--- config.mk ---
export PLATFORM = sky130hd
export DESIGN_NAME = rw_request_scheduler
export DESIGN_NICKNAME = d
export VERILOG_FILES = /design/src/rtl/rw_request_scheduler.sv
export SDC_FILE = /design/constraint.sdc
export NUM_CORES = 1
export LEC_CHECK = 0
export ABC_CLOCK_PERIOD_IN_PS = 5250
export CAP_MARGIN = 20
export CORE_ASPECT_RATIO = 0.75
export CORE_UTILIZATION = 60
export CTS_BUF_LIST = sky130_fd_sc_hd__clkbuf_16
export CTS_CLUSTER_SIZE = 24
export DETAILED_ROUTE_END_ITERATION = 8
export GPL_TIMING_DRIVEN = 0
export PLACE_DENSITY_LB_ADDON = 0.2
export SLEW_MARGIN = 20
export SYNTH_ARGS = -nofsm -noshare
export SYNTH_HDL_FRONTEND = slang
export SYNTH_HIERARCHICAL = 1
export SYNTH_SLANG_ARGS = --single-unit
--- constraint.sdc ---
create_clock -name clk -period 5.25 [get_ports clk]
set_input_delay 1.05 -clock clk [delete_from_list [all_inputs] [get_ports clk]]
set_output_delay 1.05 -clock clk [all_outputs]
set_load 0.02 [all_outputs]
--- src/rtl/rw_request_scheduler.sv ---
// Read/write request scheduler: two request FIFOs feeding the per-(channel, rank) FSM array, one issue per cycle.
// Reads have priority; a write backlog, an idle read queue or write starvation switches to write-drain mode.

module rw_req_fifo #(
  parameter int W     = 36,
  parameter int DEPTH = 8
) (
  input  logic                     clk,
  input  logic                     rst,
  input  logic                     push_i,
  input  logic [W-1:0]             data_i,
  input  logic                     pop_i,
  output logic [W-1:0]             head_o,
  output logic [$clog2(DEPTH):0]   count_o,
  output logic                     full_o
);
  localparam int PW = $clog2(DEPTH);
  localparam int CW = PW + 1;

  logic [W-1:0]  mem_q [DEPTH];
  logic [PW-1:0] wr_ptr_q, wr_ptr_d, rd_ptr_q, rd_ptr_d;
  logic [CW-1:0] count_q, count_d;

  always_comb begin
    wr_ptr_d = push_i ? wr_ptr_q + PW'(1) : wr_ptr_q;
    rd_ptr_d = pop_i  ? rd_ptr_q + PW'(1) : rd_ptr_q;
    count_d  = count_q;
    if (push_i && !pop_i) count_d = count_q + CW'(1);
    else if (!push_i && pop_i) count_d = count_q - CW'(1);
  end

  always_ff @(posedge clk or posedge rst) begin
    if (rst) begin
      wr_ptr_q <= '0;
      rd_ptr_q <= '0;
      count_q  <= '0;
    end else begin
      wr_ptr_q <= wr_ptr_d;
      rd_ptr_q <= rd_ptr_d;
      count_q  <= count_d;
    end
  end

  // Storage needs no reset: nothing is presented until count_q says the slot is live.
  always_ff @(posedge clk) begin
    if (push_i) mem_q[wr_ptr_q] <= data_i;
  end

  assign head_o  = mem_q[rd_ptr_q];
  assign count_o = count_q;
  assign full_o  = (count_q == CW'(DEPTH));
endmodule

module rw_request_scheduler #(
  parameter int AXI_ADDRWIDTH = 32,
  parameter int AXI_IDWIDTH   = 4,
  parameter int QUEUE_DEPTH   = 8,
  parameter int WR_HIGH_WM    = 6,
  parameter int WR_LOW_WM     = 2,
  parameter int STARVE_LIMIT  = 16,
  parameter int NUM_FSM       = 4,
  parameter int MEM_ADDRWIDTH = 32
) (
  input  logic                          clk,
  input  logic                          rst,
  input  logic                          rdReqValid,
  output logic                          rdReqReady,
  input  logic [AXI_ADDRWIDTH-1:0]      rdReqAddr,
  input  logic [AXI_IDWIDTH-1:0]        rdReqId,
  input  logic                          wrReqValid,
  output logic                          wrReqReady,
  input  logic [AXI_ADDRWIDTH-1:0]      wrReqAddr,
  input  logic [AXI_IDWIDTH-1:0]        wrReqId,
  input  logic [NUM_FSM-1:0]            fsmReady,
  output logic                          issueValid,
  output logic                          issueIsWrite,
  output logic [AXI_ADDRWIDTH-1:0]      issueAddr,
  output logic [AXI_IDWIDTH-1:0]        issueId,
  output logic [NUM_FSM-1:0]            issueTarget,
  output logic                          issueFire,
  output logic                          writeDrainMode,
  output logic [$clog2(QUEUE_DEPTH):0]  rdCount,
  output logic [$clog2(QUEUE_DEPTH):0]  wrCount
);
  localparam int CW          = $clog2(QUEUE_DEPTH) + 1;
  localparam int NUM_FSM_BIT = $clog2(NUM_FSM);
  localparam int SW          = $clog2(STARVE_LIMIT + 1);

  localparam logic [CW-1:0] HIGH_WM    = CW'(WR_HIGH_WM);
  localparam logic [CW-1:0] LOW_WM     = CW'(WR_LOW_WM);
  localparam logic [SW-1:0] STARVE_MAX = SW'(STARVE_LIMIT);

  localparam logic [0:0] MODE_READ  = 1'b0;
  localparam logic [0:0] MODE_DRAIN = 1'b1;

  typedef struct packed {
    logic [AXI_IDWIDTH-1:0]   id;
    logic [AXI_ADDRWIDTH-1:0] addr;
  } req_t;

  req_t                   rd_in, wr_in, rd_head, wr_head, head;
  logic                   rd_full, wr_full, rd_push, wr_push, rd_pop, wr_pop;
  logic [NUM_FSM_BIT-1:0] tgt_idx;
  logic [0:0]             mode_q, mode_d;
  logic [SW-1:0]          starve_q, starve_d;

  assign rd_in.id   = rdReqId;
  assign rd_in.addr = rdReqAddr;
  assign wr_in.id   = wrReqId;
  assign wr_in.addr = wrReqAddr;

  assign rdReqReady = !rd_full;
  assign wrReqReady = !wr_full;
  assign rd_push    = rdReqValid && rdReqReady;
  assign wr_push    = wrReqValid && wrReqReady;

  rw_req_fifo #(.W($bits(req_t)), .DEPTH(QUEUE_DEPTH)) u_rd_fifo (
    .clk    (clk),
    .rst    (rst),
    .push_i (rd_push),
    .data_i (rd_in),
    .pop_i  (rd_pop),
    .head_o (rd_head),
    .count_o(rdCount),
    .full_o (rd_full)
  );

  rw_req_fifo #(.W($bits(req_t)), .DEPTH(QUEUE_DEPTH)) u_wr_fifo (
    .clk    (clk),
    .rst    (rst),
    .push_i (wr_push),
    .data_i (wr_in),
    .pop_i  (wr_pop),
    .head_o (wr_head),
    .count_o(wrCount),
    .full_o (wr_full)
  );

  // Only the mode-selected head is ever presented, even if its target FSM is stalled.
  always_comb begin
    head         = (mode_q == MODE_DRAIN) ? wr_head : rd_head;
    issueValid   = (mode_q == MODE_DRAIN) ? (wrCount != '0) : (rdCount != '0);
    issueIsWrite = issueValid && (mode_q == MODE_DRAIN);
    issueAddr    = issueValid ? head.addr : '0;
    issueId      = issueValid ? head.id : '0;
    tgt_idx      = issueAddr[MEM_ADDRWIDTH-1 -: NUM_FSM_BIT];
    issueTarget  = issueValid ? (NUM_FSM'(1) << tgt_idx) : '0;
    issueFire    = issueValid && fsmReady[tgt_idx];
  end

  assign rd_pop = issueFire && !issueIsWrite;
  assign wr_pop = issueFire && issueIsWrite;

  always_comb begin
    mode_d = mode_q;
    if (mode_q == MODE_READ) begin
      if (wrCount >= HIGH_WM || (rdCount == '0 && wrCount != '0) || starve_q >= STARVE_MAX)
        mode_d = MODE_DRAIN;
    end else if (wrCount == '0 || (wrCount <= LOW_WM && rdCount != '0)) begin
      mode_d = MODE_READ;
    end

    starve_d = starve_q;
    if (wr_pop || wrCount == '0 || (mode_q == MODE_READ && mode_d == MODE_DRAIN))
      starve_d = '0;
    else if (rd_pop && starve_q < STARVE_MAX)
      starve_d = starve_q + SW'(1);
  end

  always_ff @(posedge clk or posedge rst) begin
    if (rst) begin
      mode_q   <= MODE_READ;
      starve_q <= '0;
    end else begin
      mode_q   <= mode_d;
      starve_q <= starve_d;
    end
  end

  assign writeDrainMode = (mode_q == MODE_DRAIN);
endmodule

==> results.json <==
{
  "rsz0062_at_grt": "false",
  "comb_power_share": 0.402,
  "grt_max_degree": 22,
  "criticalPathCategory": "reg -> out",
  "leakage_nw": 9.82,
  "dpl.hpwl_mm": 33.3,
  "crit_path_max_fanout": 10,
  "clkTransAtPathRegs_ns": 0.06,
  "ys_warn_count": 6,
  "io_buffers": 133,
  "yosys-top-cells-count": "edfxtp_1, mux4_1, mux2_2, nor2_1, mux2i_1",
  "p_switching_mw": 5.55,
  "routabilityCongestion": 0.922,
  "drive_gt1_frac": 0.197,
  "drt_iter0_markers": 944,
  "rows": 63,
  "cts-hold-fix-buffers": 0,
  "swShare": 0.331,
  "fin_crit_ns": 5.01,
  "synth.most_common_cell": "edfxtp_1",
  "use_met1": 0.361,
  "finClkSkew_ns": 0.0190,
  "ys_seq_area_frac": 0.734,
  "dpl_cell_area_um2": 27100,
  "cts_tree": "done",
  "synth_flop_cell": "edfxtp_1",
  "finalMaxSlewViolations": 0,
  "grt_pass1_vias": 11900,
  "critPathSlowestCell": "nor4_4",
  "dieWidth_um": 235,
  "powerDensity_nw_per_um2": 582,
  "path_buf_inv": 3,
  "met3_usage": 0.0435,
  "synth_fp_nets": 1207,
  "core_area_um2": 39900,
  "post-route-util": 0.723,
  "cts_made_buffers": 54,
  "arrival_ns": 3.96,
  "maxSlewHeadroom": 0.364,
  "via_per_inst": 6.20,
  "fin_tns_setup_ns": 0,
  "synth_edf_count": 576,
  "intPower_mw": 11.2,
  "ys_ff_latch": 602,
  "dr.pass1.iters": 5,
  "yosysTopAreaCell": "edfxtp_1",
  "postRouteAntennaNets": 0,
  "h-tree-depth": 2,
  "clockBufferDepth": 3,
  "die_height_um": 177,
  "required_ns": 4.20,
  "critPathLaunchType": "flop",
  "grt.overflow.total": 0,
  "syn_area_um2": 24500,
  "maxCapViolCount": 0,
  "wl_per_cell_um": 26.4,
  "crit_family": "buffers and inverters",
  "slowest_delay_ns": 0.71,
  "synthCells": 1114,
  "ir_drop_uv": 583,
  "drcViolationCount": 0,
  "critPathCaptureType": "output port",
  "outcome": "complete, no violations",
  "p_clk_frac": 0.223,
  "post-route-period-util": 0.954,
  "grt_usage": 0.248,
  "dieArea_um2": 41600,
  "cts.sinks": 602,
  "synth_cell_types": 52,
  "fmax_mhz": 200,
  "cp_cell_sequence": "nor4_4, mux2_2, clkbuf_1, buf_1, nor2_1, clkdlybuf4s50_1",
  "fin_nets": 1434,
  "grt_pass1_wl_mm": 74.9,
  "pin_count": 134,
  "hold_violations": 0,
  "fin_area_um2": 28800,
  "syn_avg_cell_area_um2": 22.0,
  "antenna_found_initial": 4,
  "areaGrowthSynthToFinish_pct": 17.8,
  "seqPwrFrac": 0.375,
  "grt_use_met2": 0.397,
  "hold_path.class": "reg -> reg",
  "yosysTopAreaCellShare": 0.707,
  "gr-max-usage-layer": "met2",
  "clkLatencyLatePin_ns": 0.60,
  "synthTopCellsByArea": "edfxtp_1, mux4_1, mux2_2, mux4_2, dfrtp_1",
  "worstMarginPinSlew_ns": 0.955,
  "async_reset_ff_frac": 0.0432,
  "setup_viol": 0,
  "post_cts_buffers": 0,
  "root_buffer": "clkbuf_16",
  "wl_mm": 50.2,
  "vias": 11800,
  "initial_core_util": 0.613
}
## metrics by stage
step           hold slack (ns)  cells  setup WS [ns]  total power [mW]
6_report                 0.523   1905          0.240              16.8
5_1_grt                  0.535   1904         0.0642              17.5
4_1_cts                  0.523   1904        0.00634              16.9
3_5_place_dp             0.512   1805          0.210              13.2
3_3_place_gp             0.502   1767          -2.36              12.8
2_1_floorplan            0.480   1114          0.757              10.5
## path summary, 6_finish.rpt
| path | from | to | slack (ns) | depth (start not counted) |
|---|---|---|---|---|
| setup / recovery | u_rd_fifo/count_o[3] | issueAddr[24] | 0.24 | 6 |
| hold / removal | u_rd_fifo/wr_ptr_q[0] | u_rd_fifo/wr_ptr_q[0] | 0.52 | 1 |
| setup reg to reg | u_rd_fifo/rd_ptr_q[0] | u_wr_fifo/count_o[3] | 0.60 | 16 |
| hold reg to reg | u_rd_fifo/wr_ptr_q[0] | u_rd_fifo/wr_ptr_q[0] | 0.52 | 1 |
| max in group asynchronous | rst | u_wr_fifo/count_o[2] | 4.06 | 2 |
| min in group asynchronous | rst | writeDrainMode | 0.84 | 2 |
## cells by family (layout without fill, tap and decap cells)
family	Yosys count	in the layout	synth area share
buf+inv	68	338	0.0157
simple gates	123	123	0.0257
fa+ha+maj	14	14	0.00767
mux	261	261	0.202
compound gates	34	34	0.0109
other cells	0	1	0
flops	602	602	0.734
xor+xnor	12	12	0.00430
## metal layers
metal,part of all wire,wire length [µm]
met1,0.44,22100
met2,0.48,24200
met3,0.055,2750
met4,0.022,1120
met5,0.00076,38
## layout by cell type, fill, tap and decap left out, drive strengths merged, types with 4 or more instances in the layout
master         synthesis  final
edfxtp               576    576
mux4                 144    144
clkdlybuf4s50          0    133
buf                   44     81
mux2                  79     79
clkbuf                 8     64
nor2                  56     56
mux2i                 38     38
inv                   16     30
dfrtp                 26     26
clkinv                 0     25
nand2                 13     13
ha                    11     11
nand3                 10     10
a21oi                 10     10
nor3                   9      9
nand2b                 8      8
xnor2                  8      8
o211ai                 6      6
o21ai                  6      6
nor4b                  5      5
nor2b                  4      4
xor2                   4      4
nand3b                 4      4
## registers in the layout, summed over array words and instances, names as in the netlist
signal,cells
u_wr_fifo/rd_ptr_q,3
starve_q,5
writeDrainMode,1
u_rd_fifo/count_o,4
u_rd_fifo/mem_q,288
u_rd_fifo/wr_ptr_q,3
u_wr_fifo/mem_q,288
u_rd_fifo/rd_ptr_q,3
u_wr_fifo/count_o,4
u_wr_fifo/wr_ptr_q,3
## area by class of cell
type                    instances  area (µm²)
flip-flops and latches        602       17900
fillers                      2325       11100
multi-input cells             444        6240
repair buffers                171        1920
clock buffers                  55        1380
well taps                     520         651
plain buffers                  52         327
clock inverters                44         298
inverters                      16        62.6
diodes                          1        2.50
## worst register-to-register path: cells and delay by family (launching register included)
kind / cells / cell delay (ns)
AOI/OAI and AO/OA: 2 / 0.51
muxes: 2 / 0.90
DFF: 1 / 0.37
adders and majority gates: 2 / 0.59
and+or+nand+nor: 6 / 1.47
buffers and inverters: 4 / 0.68
## power by group through the flow
stage	Sequential, mW	Clock [mW]	Combinational (mW)
6_report	6.30	3.74	6.74
5_1_grt	6.36	3.99	7.12
4_1_cts	6.30	3.80	6.80
3_5_place_dp	6.40	0	6.76
3_3_place_gp	6.44	0	6.37
2_1_floorplan	6.40	0	4.09
## what timing repair did
item | 4_1_cts | 5_1_grt
resized for setup | 3 | 2
pin swaps | 0 | 0
endpoints found under the setup margin | 1 | 1
Power figures use the tool's default switching activity.
